$ cat config.mk
export PLATFORM = sky130hd
export DESIGN_NAME = pixel_scan_mux
export DESIGN_NICKNAME = d
export VERILOG_FILES = /design/src/rtl/pixel_scan_mux.sv
export SDC_FILE = /design/constraint.sdc
export NUM_CORES = 1
export LEC_CHECK = 0
export BUFFER_PORTS_ARGS = -buffer_cell sky130_fd_sc_hd__buf_2
export CAP_MARGIN = 20
export CORE_AREA = 2 2 57 59
export DETAILED_ROUTE_END_ITERATION = 8
export DIE_AREA = 0 0 59 61
export GPL_TIMING_DRIVEN = 0
export PLACE_DENSITY = 0.73
export SYNTH_ARGS = -nofsm -noshare
export SYNTH_HDL_FRONTEND = slang
export SYNTH_SLANG_ARGS = --single-unit
$ cat constraint.sdc
create_clock -name clk -period 2.7 [get_ports clk]
set_input_delay 0.27 -clock clk [delete_from_list [all_inputs] [get_ports clk]]
set_output_delay 0.27 -clock clk [all_outputs]
set_load 0.05 [all_outputs]
$ cat src/rtl/pixel_scan_mux.sv
// ---------------------------------------------------------------------------
// pixel_scan_mux
//
// Double-buffered row serializer for the matrix column driver. Row words of
// WIDTH pixels arrive over a valid/ready handshake. They are parked in a
// shadow buffer and then moved into an active register. The active word is
// emitted one pixel at a time, and each pixel is held for DIV clock cycles.
// The scan direction is chosen per word, and a change takes effect at word
// boundaries only.
//
// Ports
//   clk          in  1      rising-edge clock
//   rst          in  1      asynchronous active-high reset
//   dout         in  WIDTH  row word to display
//   din_valid    in  1      dout / msb_first valid
//   din_ready    out 1      shadow buffer empty
//   msb_first    in  1      scan direction of the offered word
//   pixel        out 1      current pixel (0 when not scanning)
//   pixel_valid  out 1      a word is being scanned
//   sel          out SEL_W  current column index
//   row_done     out 1      pulse: last pixel of a word completed
//   underrun     out 1      pulse: word completed with the shadow empty
// ---------------------------------------------------------------------------
module pixel_scan_mux #(
   parameter int WIDTH = 8,
   parameter int SEL_W = 3,
   parameter int DIV   = 4
) (
   input  logic             clk,
   input  logic             rst,
   input  logic [WIDTH-1:0] dout,
   input  logic             din_valid,
   output logic             din_ready,
   input  logic             msb_first,
   output logic             pixel,
   output logic             pixel_valid,
   output logic [SEL_W-1:0] sel,
   output logic             row_done,
   output logic             underrun
);

   // When DIV is 1, the counter has one bit and it stays at 0.
   localparam int CNT_W = (DIV > 1) ? $clog2(DIV) : 1;
   localparam logic [CNT_W-1:0] DIV_LAST = CNT_W'(DIV - 1);
   localparam logic [SEL_W-1:0] SEL_LAST = SEL_W'(WIDTH - 1);

   typedef enum logic {
      IDLE  = 1'b0,
      SHIFT = 1'b1
   } state_t;

   state_t             state_q, state_d;

   // Shadow buffer, written by the input handshake.
   logic [WIDTH-1:0]   shadow_data_q, shadow_data_d;
   logic               shadow_dir_q, shadow_dir_d;
   logic               shadow_full_q, shadow_full_d;

   // The word being scanned.
   logic [WIDTH-1:0]   active_q, active_d;
   logic               dir_q, dir_d;
   logic [SEL_W-1:0]   sel_q, sel_d;
   logic [CNT_W-1:0]   div_cnt_q, div_cnt_d;

   // Registered outputs.
   logic               pixel_q, pixel_d;
   logic               pixel_valid_q, pixel_valid_d;
   logic               row_done_q, row_done_d;
   logic               underrun_q, underrun_d;

   logic               accept;
   logic               take_shadow;
   logic               div_last;
   logic               col_last;

   // ------------------------------------------------------------------
   // Input side: a word is taken only when the shadow is empty. The shadow
   // can be drained only while it is full, so an accept and a drain never
   // happen on the same edge.
   // ------------------------------------------------------------------
   assign accept = din_valid & ~shadow_full_q;

   always_comb begin
      shadow_data_d = shadow_data_q;
      shadow_dir_d  = shadow_dir_q;
      shadow_full_d = shadow_full_q;
      if (accept) begin
         shadow_data_d = dout;
         shadow_dir_d  = msb_first;
         shadow_full_d = 1'b1;
      end else if (take_shadow) begin
         shadow_full_d = 1'b0;
      end
   end

   // ------------------------------------------------------------------
   // Scan sequencer
   // ------------------------------------------------------------------
   assign div_last = (div_cnt_q == DIV_LAST);
   // The last column depends on the direction of the word now being scanned.
   assign col_last = dir_q ? (sel_q == '0) : (sel_q == SEL_LAST);

   always_comb begin
      state_d       = state_q;
      active_d      = active_q;
      dir_d         = dir_q;
      sel_d         = sel_q;
      div_cnt_d     = div_cnt_q;
      pixel_valid_d = pixel_valid_q;
      row_done_d    = 1'b0;
      underrun_d    = 1'b0;
      take_shadow   = 1'b0;

      unique case (state_q)
         IDLE: begin
            if (shadow_full_q) begin
               take_shadow   = 1'b1;
               state_d       = SHIFT;
               pixel_valid_d = 1'b1;
            end
         end

         SHIFT: begin
            if (div_last) begin
               if (col_last) begin
                  row_done_d = 1'b1;
                  if (shadow_full_q) begin
                     // Chain straight into the next word with no gap cycle.
                     take_shadow = 1'b1;
                  end else begin
                     state_d       = IDLE;
                     pixel_valid_d = 1'b0;
                     sel_d         = '0;
                     div_cnt_d     = '0;
                     underrun_d    = 1'b1;
                  end
               end else begin
                  sel_d     = dir_q ? (sel_q - SEL_W'(1)) : (sel_q + SEL_W'(1));
                  div_cnt_d = '0;
               end
            end else begin
               div_cnt_d = div_cnt_q + CNT_W'(1);
            end
         end

         default: begin
            state_d = IDLE;
         end
      endcase

      // Load the shadow word. The first column depends on the new word's
      // direction, not on the direction of the word that just finished.
      if (take_shadow) begin
         active_d  = shadow_data_q;
         dir_d     = shadow_dir_q;
         sel_d     = shadow_dir_q ? SEL_LAST : '0;
         div_cnt_d = '0;
      end
   end

   // The pixel is looked up from next-state values so that it stays in the
   // same cycle as sel and is still driven by a register.
   always_comb begin
      pixel_d = pixel_valid_d & active_d[sel_d];
   end

   // ------------------------------------------------------------------
   // State registers
   // ------------------------------------------------------------------
   always_ff @(posedge clk or posedge rst) begin
      if (rst) begin
         state_q       <= IDLE;
         shadow_data_q <= '0;
         shadow_dir_q  <= 1'b0;
         shadow_full_q <= 1'b0;
         active_q      <= '0;
         dir_q         <= 1'b0;
         sel_q         <= '0;
         div_cnt_q     <= '0;
         pixel_q       <= 1'b0;
         pixel_valid_q <= 1'b0;
         row_done_q    <= 1'b0;
         underrun_q    <= 1'b0;
      end else begin
         state_q       <= state_d;
         shadow_data_q <= shadow_data_d;
         shadow_dir_q  <= shadow_dir_d;
         shadow_full_q <= shadow_full_d;
         active_q      <= active_d;
         dir_q         <= dir_d;
         sel_q         <= sel_d;
         div_cnt_q     <= div_cnt_d;
         pixel_q       <= pixel_d;
         pixel_valid_q <= pixel_valid_d;
         row_done_q    <= row_done_d;
         underrun_q    <= underrun_d;
      end
   end

   assign din_ready   = ~shadow_full_q;
   assign pixel       = pixel_q;
   assign pixel_valid = pixel_valid_q;
   assign sel         = sel_q;
   assign row_done    = row_done_q;
   assign underrun    = underrun_q;

endmodule

==> flow_metrics.py <==
metrics = {
    "status": {
        "status": "completed",
    },
    "setup_path": {
        "path_buf_inv": 1,
        "worstPathRequired_ps": 2910,
        "rr_startpoint": "sel[0]",
        "cp_top_family": "compound AO/OA/AOI/OAI gates",
        "crit_slowest_cell": "or4b_4",
        "crit_start": "sel[0]",
        "crit_fanout": 7,
        "critical_path_class": "flip-flop to flip-flop",
        "worstSetupStartpointType": "flip-flop",
        "arrival_ps": 2830,
        "crit_path_end_kind": "flip-flop",
        "slowest_delay_ps": 560,
        "path_cells": "or4b_4 -> and2_4 -> buf_6 -> o21ai_4 -> mux2_2 -> o2111a_1 -> o41a_1",
    },
    "synth": {
        "async_reset_ff_share_pct": 100,
        "synth_nets": 145,
        "yosysWarningCount": 0,
        "ys_ff_latch": 29,
        "syn_inst": 131,
        "synth.distinct_cells": 34,
        "syn_area_um2": 1420,
        "syn_area_per_cell_um2": 10.8,
        "yosysSeqAreaShare_pct": 51.2,
        "synth_edf_count": 0,
        "ys.flop_type": "dfrtp_1",
    },
    "timing": {
        "report.final.slew_viol_count": 0,
        "fin_skew_ps": 4.21,
        "fin_tns_setup_ps": 0,
        "worst_pin_slew_ps": 688,
        "hold_viol": 0,
        "finalCritPeriodShare_pct": 97.1,
        "setup_viol": 0,
        "fmax_ghz": 0.381,
        "slew_headroom_pct": 54.1,
        "period_minus_slack_ps": 2620,
    },
    "clock_network": {
        "clk_path_buf_depth": 2,
        "cts_tree": "yes",
        "htree_levels": 2,
        "clock_latency_ps": 330,
        "numClockSinks": 29,
        "cts_buffers": 5,
        "clkSlewWorstSetupHoldPaths_ps": 90,
        "clock-root-buffer": "clkbuf_4",
    },
    "grt": {
        "antenna_found_initial": 0,
        "grt_first_pass_wirelength_mm": 5.02,
        "grt_overflow": 0,
        "first_global_vias": 1098,
        "grt_max_degree": 30,
        "grt_use_total_pct": 19.4,
    },
    "finish": {
        "final_cell_mix": "dfrtp_1, buf_2, nand2_1",
        "layout_commonest_cell": "dfrtp_1",
        "n_fill_cell": 276,
        "syn_to_final_growth_pct": 21.9,
        "final_layout_size_suffix_gt1_share_pct": 34.4,
        "nets": 176,
        "stdcell_area_um2": 1730,
        "diodes": 0,
    },
    "worst_hold_path": {
        "hp-start": "dout[0]",
        "hold_class": "primary input to flip-flop",
    },
    "floorplan": {
        "die_h_um": 61,
        "start_util_pct": 48.0,
        "core-area_um2": 2950,
        "ios": 20,
        "die-width_um": 59,
        "core.rowCount": 20,
        "fp.dieArea_um2": 3600,
    },
    "placement": {
        "gp_congestion": 0.856,
        "dpl.hpwl_mm": 2.01,
        "port_buffers": 19,
        "dpl-instance-area_um2": 1560,
    },
    "route": {
        "routedWlPerCell_um": 14.4,
        "routed_wl_mm": 2.82,
        "dr.first_iter.drc_count": 12,
        "num_vias": 1081,
        "drt_first_pass_iters": 4,
        "drc_errors": 0,
        "ant_nets": 0,
        "routed_via_density": 5.52,
    },
    "power_and_ir_drop": {
        "peakVddDrop_mv": 0.520,
        "power_switching_w": 0.000816,
        "power.internal_w": 0.00123,
        "power_frac_seq_pct": 35.2,
        "p_leak_nw": 0.787,
        "comb_power_share_pct": 46.7,
        "clock_power_share_pct": 18.1,
        "sw_frac_of_total_pct": 40.0,
        "p_per_area_nw_per_um2": 1180,
    },
    "job": {
        "drv_cap": 0,
    },
}
-- stage by stage --
step / std cells / setup slack (ps) / power (W) / hold slack (ps) / utilization (%)
global placement: 183 / -123 / 0.00159 / 474 / 52.8
CTS: 193 / 43.2 / 0.00205 / 129 / 56.7
finish: 196 / 78.0 / 0.00204 / 141 / 58.5
global route: 196 / -5.58 / 0.00220 / 136 / 58.5
detailed placement: 183 / -126 / 0.00163 / 482 / 52.8
floorplan: 131 / 2.19 / 0.00142 / 348 / -
-- registers in the layout (all words and copies together) (netlist names) --
register / flops
pixel_valid: 1
shadow_data_q: 8
active_q: 8
div_cnt_q: 2
pixel: 1
dir_q: 1
shadow_dir_q: 1
state_q: 1
row_done: 1
sel: 3
underrun: 1
shadow_full_q: 1
-- what timing repair did --
item / in CTS / in global routing
setup buffers: 2 / 1
endpoints found under the setup margin: 1 / 1
endpoints found under the hold margin: 0 / 8
resized for setup: 3 / 1
hold buffers: 0 / 1
pin swaps: 0 / 1
-- logic make-up after synthesis --
kind of cell               Yosys count  synth area share (%)
muxes                               11                  8.57
AOI/OAI and AO/OA                   33                  18.6
adders and majority gates            2                  2.30
buffers and inverters               17                  5.65
DFF                                 29                  51.2
and+or+nand+nor                     38                  13.0
xor gates and xnor gates             1                 0.618
-- routing by layer --
layer	wire length (um)	track usage, %
met1	1210	24.0
met2	1470	31.0
met3	75	4.48
met4	69	11.7
met5	0	0
-- path summary, 6_finish.rpt --
| path | endpoint | slack [ps] | cells after the start |
|---|---|---|---|
| min reg2reg | div_cnt_q[0] | 510 | 1 |
| max | pixel | 80 | 7 |
| max in group asynchronous | sel[1] | 1800 | 4 |
| min | shadow_data_q[0] | 140 | 3 |
| min in group asynchronous | shadow_data_q[1] | 450 | 3 |
| max reg2reg | pixel | 80 | 7 |
-- synth_stat cells, types with 2 or more instances --
library cell / count / share of area [%]
a221oi_1: 2 / 1.2
buf_2: 2 / 0.71
clkbuf_1: 2 / 0.53
dfrtp_1: 29 / 51
inv_1: 10 / 2.7
mux2_2: 9 / 7.2
mux2i_1: 2 / 1.4
nand2_1: 20 / 5.3
nand2b_1: 2 / 0.88
nor2_1: 8 / 2.1
nor2b_1: 3 / 1.3
o2111a_1: 4 / 3.2
o21ai_0: 10 / 3.5
o221ai_1: 4 / 2.5
o22ai_1: 5 / 2.2
-- worst register-to-register path, stage by stage, from the launching register on --
cell and delay, ps:
dfrtp_2 410, or4b_4 560, and2_4 180, buf_6 130
o21ai_4 180, mux2_2 370, o2111a_1 250, o41a_1 420
-- area by class of cell --
cell class              instances  area, um2  area share [%]
plain buffers                   6       36.3            2.10
inverters                      11       43.8            2.54
multi-input cells              85        634            36.7
flip-flops and latches         29        731            42.3
clock buffers                   7       55.1            3.19
repair buffers                 24        155            8.99
clock inverters                 1       30.0            1.74
well taps                      33       41.3            2.39
-- power by group through the flow --
stage / registers (W) / clock network (W) / logic, W
2_1_floorplan: 0.000853 / 0 / 0.000570
3_3_place_gp: 0.000745 / 0 / 0.000842
3_5_place_dp: 0.000755 / 0 / 0.000875
4_1_cts: 0.000719 / 0.000380 / 0.000948
5_1_grt: 0.000743 / 0.000401 / 0.00106
6_report: 0.000719 / 0.000370 / 0.000953
Power figures use the tool's default switching activity.
